--- src/rtl/seg7_pkg.sv ---
// seg7_pkg: shared constants and types for the seven-segment scan driver.
package seg7_pkg;
  localparam logic [6:0] SEG_BLANK = 7'h7F;
  localparam logic [7:0] AN_OFF = 8'hFF;
  // Active-low {g,f,e,d,c,b,a} patterns for hex digits 0..F
  localparam logic [6:0] HEX_SEG [16] = '{
    7'h40, 7'h79, 7'h24, 7'h30, 7'h19, 7'h12, 7'h02, 7'h78,
    7'h00, 7'h10, 7'h08, 7'h03, 7'h46, 7'h21, 7'h06, 7'h0E
  };
  typedef logic [2:0] digit_t;
endpackage

--- src/rtl/seg7_scan_driver_hex.sv ---
// hex_to_seg7: nibble to active-low seven-segment pattern lookup.
module hex_to_seg7
  import seg7_pkg::*;
(
  input  logic [3:0] nib_i,
  output logic [6:0] seg_o
);
  assign seg_o = HEX_SEG[nib_i];
endmodule

--- src/rtl/seg7_scan_driver.sv ---
// seg7_scan_driver: 8-digit multiplexed hex display with per-frame snapshot, guard and blanking.
module seg7_scan_driver
  import seg7_pkg::*;
#(
  parameter int DIV   = 50000,
  parameter int GUARD = 2000,
  parameter int NDIG  = 8
) (
  input  logic            clk,
  input  logic            rst,
  input  logic [31:0]     syscall_value,
  input  logic [14:0]     pc_value,
  input  logic            sel_pc,
  input  logic            blank_lead_zero,
  output logic [NDIG-1:0] an,
  output logic [6:0]      seg,
  output logic            dp
);
  localparam int PW = $clog2(DIV);
  localparam logic [PW-1:0] LAST = PW'(DIV - 1);
  localparam logic [PW-1:0] GEND = PW'(GUARD);
  logic [PW-1:0] presc_q, presc_d;
  digit_t digit_q, digit_d;
  logic [31:0] shadow_q, shadow_d;
  logic shadow_pc_q, shadow_pc_d;
  logic [NDIG-1:0] an_q, an_d;
  logic [6:0] seg_q, seg_d, nib_seg;
  logic dp_q, dp_d;
  logic last_slot, frame_end, active, blanked;
  hex_to_seg7 u_hex (
    .nib_i(shadow_q[{digit_q, 2'b00} +: 4]),
    .seg_o(nib_seg)
  );
  always_comb begin
    last_slot   = presc_q == LAST;
    frame_end   = last_slot && digit_q == 3'd7;
    presc_d     = last_slot ? '0 : presc_q + 1'b1;
    digit_d     = last_slot ? digit_q + 3'd1 : digit_q;
    shadow_d    = frame_end ? (sel_pc ? {17'b0, pc_value} : syscall_value) : shadow_q;
    shadow_pc_d = frame_end ? sel_pc : shadow_pc_q;
    active      = presc_q >= GEND;
    // A digit is a leading zero when it and every higher nibble are zero
    blanked     = blank_lead_zero && digit_q != 3'd0 && (shadow_q >> {digit_q, 2'b00}) == 32'h0;
    an_d        = (active && !blanked) ? ~(NDIG'(1) << digit_q) : AN_OFF;
    seg_d       = (active && !blanked) ? nib_seg : SEG_BLANK;
    dp_d        = !(active && digit_q == 3'd0 && shadow_pc_q);
  end
  always_ff @(posedge clk) begin
    if (rst) begin
      presc_q     <= '0;
      digit_q     <= '0;
      shadow_q    <= 32'h0;
      shadow_pc_q <= 1'b0;
      an_q        <= AN_OFF;
      seg_q       <= SEG_BLANK;
      dp_q        <= 1'b1;
    end else begin
      presc_q     <= presc_d;
      digit_q     <= digit_d;
      shadow_q    <= shadow_d;
      shadow_pc_q <= shadow_pc_d;
      an_q        <= an_d;
      seg_q       <= seg_d;
      dp_q        <= dp_d;
    end
  end
  assign an  = an_q;
  assign seg = seg_q;
  assign dp  = dp_q;
endmodule

--- config.mk ---
export PLATFORM = sky130hd
export DESIGN_NAME = seg7_scan_driver
export DESIGN_NICKNAME = d
export VERILOG_FILES = /design/src/rtl/seg7_pkg.sv /design/src/rtl/seg7_scan_driver_hex.sv /design/src/rtl/seg7_scan_driver.sv
export SDC_FILE = /design/constraint.sdc
export NUM_CORES = 1
export LEC_CHECK = 0
export ABC_AREA = 1
export ABC_CLOCK_PERIOD_IN_PS = 4300
export BUFFER_PORTS_ARGS = -buffer_cell sky130_fd_sc_hd__buf_2
export CORE_MARGIN = 3
export CORE_UTILIZATION = 55
export DETAILED_ROUTE_END_ITERATION = 6
export GPL_TIMING_DRIVEN = 0
export PLACE_DENSITY_LB_ADDON = 0.12
export SLEW_MARGIN = 40
export SYNTH_ARGS = -nofsm -noshare
export SYNTH_HDL_FRONTEND = slang
export SYNTH_HIERARCHICAL = 1
export SYNTH_SLANG_ARGS = --single-unit
--- constraint.sdc ---
create_clock -name clk -period 4.3 [get_ports clk]
set_input_delay 0.43 -clock clk [delete_from_list [all_inputs] [get_ports clk]]
set_output_delay 0.43 -clock clk [all_outputs]
set_load 0.01 [all_outputs]
==> results.md, run 1 <==
## Run status
• finished, final reports clean — status

## Timing
• 0.00807 ns — clock tree skew after final layout
• 0 — count of endpoints failing setup in the final report
• 0 — hold violation total from the final report
• no — setup repair after global routing missed its margin
• 2.15 ns — Final WS setup
• 0.500 — share of the cycle needed by the critical path after routing
• 2.15 ns — minimum period implied by the final worst setup slack
• 0 — max-slew violation count
• 0 ns — post-route setup TNS
• 0.584 ns — transition time at the pin with the least slew margin
• 0.611 — worst slew slack as a fraction of its limit
• 465 MHz — Fmax achieved
• 0.339 ns — Post-Route Hold Slack

## Placement
• 766 — Placed Instances
• 2.17 ns — pre-CTS setup slack
• 7390 um — HPWL after detailed placement
• 0.930 — routability-driven placement congestion ratio
• 65 — number of I/O port buffers

## Layout
• 16.3% — post-synthesis to final-layout area growth
• 747 — post-layout net count
• 666 — total of fill cells in the finished design
• 0 — ant diodes
• 0.194 — layout cell share with drive strength beyond 1
• 782 — final standard cell count with taps included and fillers excluded

## Clock tree
• 0.08 ns — Clock Pin Slew Worst Setup and Hold Paths
• 0 — setup fix buffers added after clock tree synthesis
• 2 — maximum clock path buffer count
• 9 — cts bufs inserted
• 0 — CTS hold repair buffers
• yes — CTS tree
• 0 — CTS resizes
• clkbuf_8 — root buffer cell
• 3 — number of H-tree levels
• 0.35 ns — later-pin clock latency in the skew report
• 68 — clock sink total

## Setup path
• 2.39 ns — Data arrival, critical path
• 4 — number of buffers and inverters on the critical path
• reg -> reg — kind of critical path
• 10 — maximum fanout along the worst path
• register — endpoint kind of the worst setup timing path
• 4.53 ns — CP Data Required Time
• register — startpoint type of the worst setup path
• simple AND/OR/NAND/NOR gates — largest delay contributor family on the critical path
• dfxtp_1 — cell with the largest stage delay on the worst path
• buf_2, nand2_1, nand3_1, nand2_1, nand2_1, nand2_1, inv_1, inv_1, ha_1, nand2_1, nand3_1, nand2_1, inv_1, nand3_2 — cell-by-cell listing of the critical path
• 0.44 ns — delay of the slowest cell on the worst path
• nand2_1 — most prevalent standard cell on the critical path

## Routing
• 4620 um — detailed route wirelength on metal2
• 5.20 — post-detailed-route via-to-cell ratio
• met4 — highest metal layer with signal wires
• 571 um — Met3 Routed Length
• 5 — DR pass1 iterations
• 9830 um — sum of routed wire length over all layers
• 4470 um — detailed-route wire length on metal 1
• 12.6 um — mean routed wirelength per cell
• 4066 — detailed-route via count
• 0 — detailed-route DRC error count
• 268 — initial drt markers
• 0 — antenna violation net count after detailed routing

## Logic synthesis
• 36 — unique cell type count in the Yosys netlist
• dfxtp_1 — most used flip-flop cell after synthesis
• 0.342 — sequential share of the synthesized area
• 3980 um^2 — cell area after synthesis
• 605 — post-synthesis instance total
• 0 — EDFF count, synth
• 0 — fraction of registers with async set or reset after synthesis
• nand2_1 (217), dfxtp_1 (68), nor2_1 (53) — most frequent cells after synthesis
• 68 — total of flip-flops plus latches after synthesis
• 0.342 — portion of synthesized cell area occupied by the leading cell type
• 6 — Syn. warnings
• 671 — number of nets produced by synthesis
• dfxtp_1 (34%), nand2_1 (20%), nand3_1 (6.2%) — cell types occupying the most area after synthesis
• 6.57 um^2 — Post-Syn Area per Cell
• nand2_1 — dominant cell by count in the synthesized netlist
• dfxtp_1 — dominant cell type by area after synthesis

## Global route
• 0 — antenna violations before repair
• 3703 — via count of the first global-routing pass
• 0.245 — All-Layer GR Usage
• 16600 um — global-route wire length before repair
• 13 — pin count of the biggest net entering global routing
• 0 — grt ovf

## Die
• 6910 um^2 — placeable core region
• 67 — I/O pin total
• 91.0 um — Die Y-Extent
• 91.0 um — floorplan die width
• 30 — Cell Rows
• 0.576 — starting density of the core
• 8290 um^2 — overall die area

## Min path
• in -> reg — Tightest Hold Check Type

## Power and ir drop
• 0.000219 V — worst supply voltage drop on vdd
• 264 nW/um^2 — pwr dens
• 2.13 nW — static leakage

## Run
• 0 — max cap viols

## layer usage
layer / vias up / global-route usage
met4: 0 / 0.0829
met1: 1846 / 0.316
met2: 118 / 0.409
li1: 2089 / -
met5: - / 0
met3: 13 / 0.0481
## path summary, 6_finish.rpt
kind / from / to / slack (ns) / cells past startpoint
setup / recovery: digit_q[0] / seg[3] / 2.15 / 14
hold / removal: syscall_value[4] / shadow_q[4] / 0.34 / 3
setup reg to reg: digit_q[0] / seg[3] / 2.15 / 14
hold reg to reg: presc_q[9] / presc_q[9] / 0.47 / 2
## layout make-up
| cell class | count | area (um^2) | share of cell area |
|---|---|---|---|
| Buffer | 31 | 203 | 0.0438 |
| Inverter | 52 | 195 | 0.0422 |
| Clock inverter | 6 | 63.8 | 0.0138 |
| Timing Repair Buffer | 65 | 325 | 0.0703 |
| Clock buffer | 10 | 138 | 0.0298 |
| Tap cell | 96 | 120 | 0.0260 |
| Multi-Input combinational cell | 454 | 2220 | 0.480 |
| Sequential cell | 68 | 1360 | 0.294 |
## where the power goes
| part | internal [mW] | total (mW) | switching [mW] |
|---|---|---|---|
| registers | 0.632 | 0.634 | 0.00212 |
| clock network | 0.282 | 0.534 | 0.251 |
| logic | 0.0250 | 0.0541 | 0.0291 |
## registers in the layout (all words and copies together), names as in the netlist
signal / cells
digit_q: 3
shadow_q: 32
dp: 1
an: 8
presc_q: 16
seg: 7
shadow_pc_q: 1
## through the flow
| step | area, um^2 | total power [mW] | utilization |
|---|---|---|---|
| floorplan | 3980 | 0.674 | - |
| global placement | 4420 | 0.700 | 0.640 |
| detailed placement | 4420 | 0.702 | 0.640 |
| CTS | 4620 | 1.23 | 0.670 |
| global route | 4620 | 1.27 | 0.670 |
| finish | 4620 | 1.22 | 0.670 |
## worst register-to-register path, delay by kind of cell, from the launching register on
family	cells	cell delay, ns
and+or+nand+nor	9	0.67
buffers and inverters	4	0.64
DFF	1	0.44
adders and majority gates	1	0.31
## layout by cell type, fill, tap and decap left out, types with 2 or more instances in the layout
master / n
a211oi_1: 2
nand3_1: 49
a31oi_1: 16
inv_2: 4
nand2_2: 6
ha_1: 15
a21oi_1: 9
xor2_1: 3
clkinv_2: 2
o21ai_1: 5
inv_1: 48
nand2_1: 217
o21ai_0: 38
clkbuf_8: 10
o21a_1: 2
buf_2: 73
nor3b_1: 2
nor2_1: 53
buf_4: 6
nor3_1: 7
nand3_2: 13
nand4_1: 5
clkinvlp_4: 2
buf_6: 7
clkbuf_1: 9
dfxtp_1: 68
## cell families (layout without fill, tap and decap cells)
kind of cell	after synthesis	count (layout)	synth area share
compound gates	75	75	0.106
flops	68	68	0.342
fa+ha+maj	15	15	0.0472
buf+inv	83	164	0.100
simple gates	360	360	0.396
xor+xnor	4	4	0.00881
Note: power is estimated with default switching activity, not from simulation.
==> run 2: changes to the inputs <==
--- a/config.mk
+++ b/config.mk
@@ -6,7 +6,7 @@
 export NUM_CORES = 1
 export LEC_CHECK = 0
 export ABC_AREA = 1
-export ABC_CLOCK_PERIOD_IN_PS = 4300
+export ABC_CLOCK_PERIOD_IN_PS = 2200
 export BUFFER_PORTS_ARGS = -buffer_cell sky130_fd_sc_hd__buf_2
 export CORE_MARGIN = 3
 export CORE_UTILIZATION = 55
==> constraint.sdc (replaced) <==
create_clock -name clk -period 2.2 [get_ports clk]
set_input_delay 0.22 -clock clk [delete_from_list [all_inputs] [get_ports clk]]
set_output_delay 0.22 -clock clk [all_outputs]
set_load 0.01 [all_outputs]
==> results.md, run 2 (synthesis gave the netlist of run 1 again) <==
## Placement
• 7390 um — HPWL after detailed placement, unchanged
• 65 — number of I/O port buffers, unchanged
• 4420 um^2 — cell area reported after detailed placement, unchanged
• 0.930 — routability-driven placement congestion ratio, unchanged

## Min path
• syscall_value[4] — startpoint of the tightest hold check path, unchanged
• shadow_q[4] — worst hold path endpoint, unchanged
• 3 — cell count of the worst hold path, unchanged
• in -> reg — Tightest Hold Check Type, unchanged

## Setup path
• 2.43 ns — CP Data Required Time, was 4.53 ns
• 10 — maximum fanout along the worst path, unchanged
• reg -> reg — kind of critical path, unchanged
• register — endpoint kind of the worst setup timing path, unchanged
• digit_q[1] — critical register-to-register path startpoint, was digit_q[0]
• 13 — reg2reg path depth, was 14
• 2.30 ns — Data arrival, critical path, was 2.39 ns
• register — startpoint type of the worst setup path, unchanged
• seg[3] — end of the worst register-to-register path, unchanged
• 0.14 ns — slack of the worst reg-to-reg path, was 2.15 ns

## Die
• 91.0 um — Die Y-Extent, unchanged
• 8290 um^2 — overall die area, unchanged
• 0.576 — starting density of the core, unchanged
• 67 — I/O pin total, unchanged
• 6910 um^2 — placeable core region, unchanged
• 30 — Cell Rows, unchanged
• 91.0 um — floorplan die width, unchanged

## Global route
• 13 — pin count of the biggest net entering global routing, unchanged
• 3703 — via count of the first global-routing pass, unchanged
• 0 — antenna violations before repair, unchanged
• 0 — grt ovf, unchanged
• 16600 um — global-route wire length before repair, unchanged
• 0.245 — All-Layer GR Usage, unchanged

## Timing
• 484 MHz — Fmax achieved, was 465 MHz
• 0 — count of endpoints failing setup in the final report, unchanged
• 0.588 ns — transition time at the pin with the least slew margin, was 0.584 ns
• no — setup repair after global routing missed its margin, unchanged
• 0.939 — share of the cycle needed by the critical path after routing, was 0.500
• 0 — hold violation total from the final report, unchanged
• 0.00887 ns — clock tree skew after final layout, was 0.00807 ns
• 0.608 — worst slew slack as a fraction of its limit, was 0.611
• 0 — max-slew violation count, unchanged
• 0 ns — post-route setup TNS, unchanged
• 2.06 ns — minimum period implied by the final worst setup slack, was 2.15 ns

## Power and ir drop
• 0.000428 V — worst supply voltage drop on vdd, was 0.000219 V
• 552 uW — Sw Pwr, was 283 uW
• 0.044 — logic gate share of total power, about the same
• 0.437 — share of total power in the clock network, about the same
• 2.13 nW — static leakage, about the same
• 1.83 mW — internal power, was 939 uW
• 0.519 — share of power burned in registers, about the same
• 0.231 — Sw Share, about the same
• 513 nW/um^2 — pwr dens, was 264 nW/um^2

## Layout
• 4650 um^2 — Final Instance Area, was 4620 um^2
• 657 — total of fill cells in the finished design, was 666
• 1370 um^2 — Storage cell area, was 1360 um^2
• 32 — flip-flop count of the largest register after layout, unchanged
• 16.9% — post-synthesis to final-layout area growth, was 16.3%
• 0.199 — layout cell share with drive strength beyond 1, was 0.194
• nand2_1 (217), buf_2 (72), dfxtp_1 (66) — most frequent cells in the layout, was nand2_1 (217), buf_2 (73), dfxtp_1 (68)
• 748 — post-layout net count, was 747
• 0 — ant diodes, unchanged
• shadow_q — largest register by flop count, unchanged
• nand2_1 — leading cell type in the layout, fill and taps excluded, unchanged
• 2220 um^2 — area used by multi-input combinational logic, unchanged

## Routing
• 0 — detailed-route DRC error count, unchanged
• 5.19 — post-detailed-route via-to-cell ratio, was 5.20
• 0 — antenna violation net count after detailed routing, unchanged
• 4420 um — detailed-route wire length on metal 1, was 4470 um
• met4 — highest metal layer with signal wires, unchanged
• 5 — DR pass1 iterations, unchanged
• 12.5 um — mean routed wirelength per cell, was 12.6 um
• 4060 — detailed-route via count, was 4066
• 9800 um — sum of routed wire length over all layers, was 9830 um
• 4680 um — detailed route wirelength on metal2, was 4620 um
• 528 um — Met3 Routed Length, was 571 um
• 310 — initial drt markers, was 268

## Clock tree
• 2 — maximum clock path buffer count, unchanged
• 0.35 ns — later-pin clock latency in the skew report, about the same
• 0 — CTS hold repair buffers, unchanged
• 9 — cts bufs inserted, unchanged
• 68 — clock sink total, unchanged
• 3 — number of H-tree levels, unchanged
• 0.08 ns — Clock Pin Slew Worst Setup and Hold Paths, about the same
• yes — CTS tree, unchanged
• clkbuf_8 — root buffer cell, unchanged

## Run status
• finished, final reports clean — status, unchanged

## Run
• 0 — max cap viols, unchanged

## run 2: power by group through the flow
stage	Clock, mW	Combinational (mW)	Sequential [mW]
finish	1.04	0.106	1.24
global route	1.12	0.121	1.24
CTS	1.06	0.106	1.24
detailed placement	0	0.106	1.27
global placement	0	0.102	1.27
floorplan	0	0.0508	1.27
## run 2: metal layers
| metal | up-vias | global-route usage |
|---|---|---|
| met2 | 110 | 0.409 |
| met5 | - | 0 |
| met1 | 1839 | 0.316 |
| met4 | 0 | 0.0829 |
| met3 | 13 | 0.0481 |
| li1 | 2098 | - |
## run 2: stage by stage
step           hold slack (ns)  total power [mW]  std cells   util  worst slack, ns
6_report                 0.132              2.39        783  0.673            0.135
5_1_grt                  0.130              2.48        783  0.673          0.00321
4_1_cts                  0.123              2.40        782  0.670           0.0663
3_5_place_dp             0.458              1.37        766  0.640           0.0684
3_3_place_gp             0.440              1.37        766  0.640           0.0836
2_1_floorplan            0.381              1.32        605      -            0.346
## run 2: cell type report
| cell class | count | share of cell area |
|---|---|---|
| multi-input cells | 454 | 0.477 |
| well taps | 96 | 0.0258 |
| flip-flops and latches | 68 | 0.294 |
| plain buffers | 31 | 0.0457 |
| clock buffers | 10 | 0.0296 |
| clock inverters | 6 | 0.0137 |
| inverters | 52 | 0.0425 |
| repair buffers | 66 | 0.0716 |
## run 2: how the worst max path moves through the flow
stage	startpoint	end	slack, ns	cells after the start
CTS	digit_q[0]	seg[3]	0.07	15
detailed placement	digit_q[0]	seg[3]	0.07	15
global placement	digit_q[0]	seg[3]	0.08	15
finish	digit_q[1]	seg[3]	0.14	13
floorplan	digit_q[0]	seg[3]	0.35	15
global route	digit_q[0]	seg[3]	0.003	16
## run 2: what timing repair did
item / CTS / global route
gates resized for setup: 0 / 8
setup endpoints to repair: 0 / 7
buffers inserted: 0 / 1
## run 2: worst max-delay path, cell delays in order, from the launching register on
cell,delay [ns]
dfxtp_2,0.36
buf_6,0.15
inv_2,0.05
buf_4,0.17
nand3_1,0.12
nand3_1,0.14
nand2_1,0.20
inv_1,0.14
ha_1,0.32
nand2_1,0.05
nand3_1,0.07
nand2_1,0.06
inv_1,0.06
nand3_2,0.06
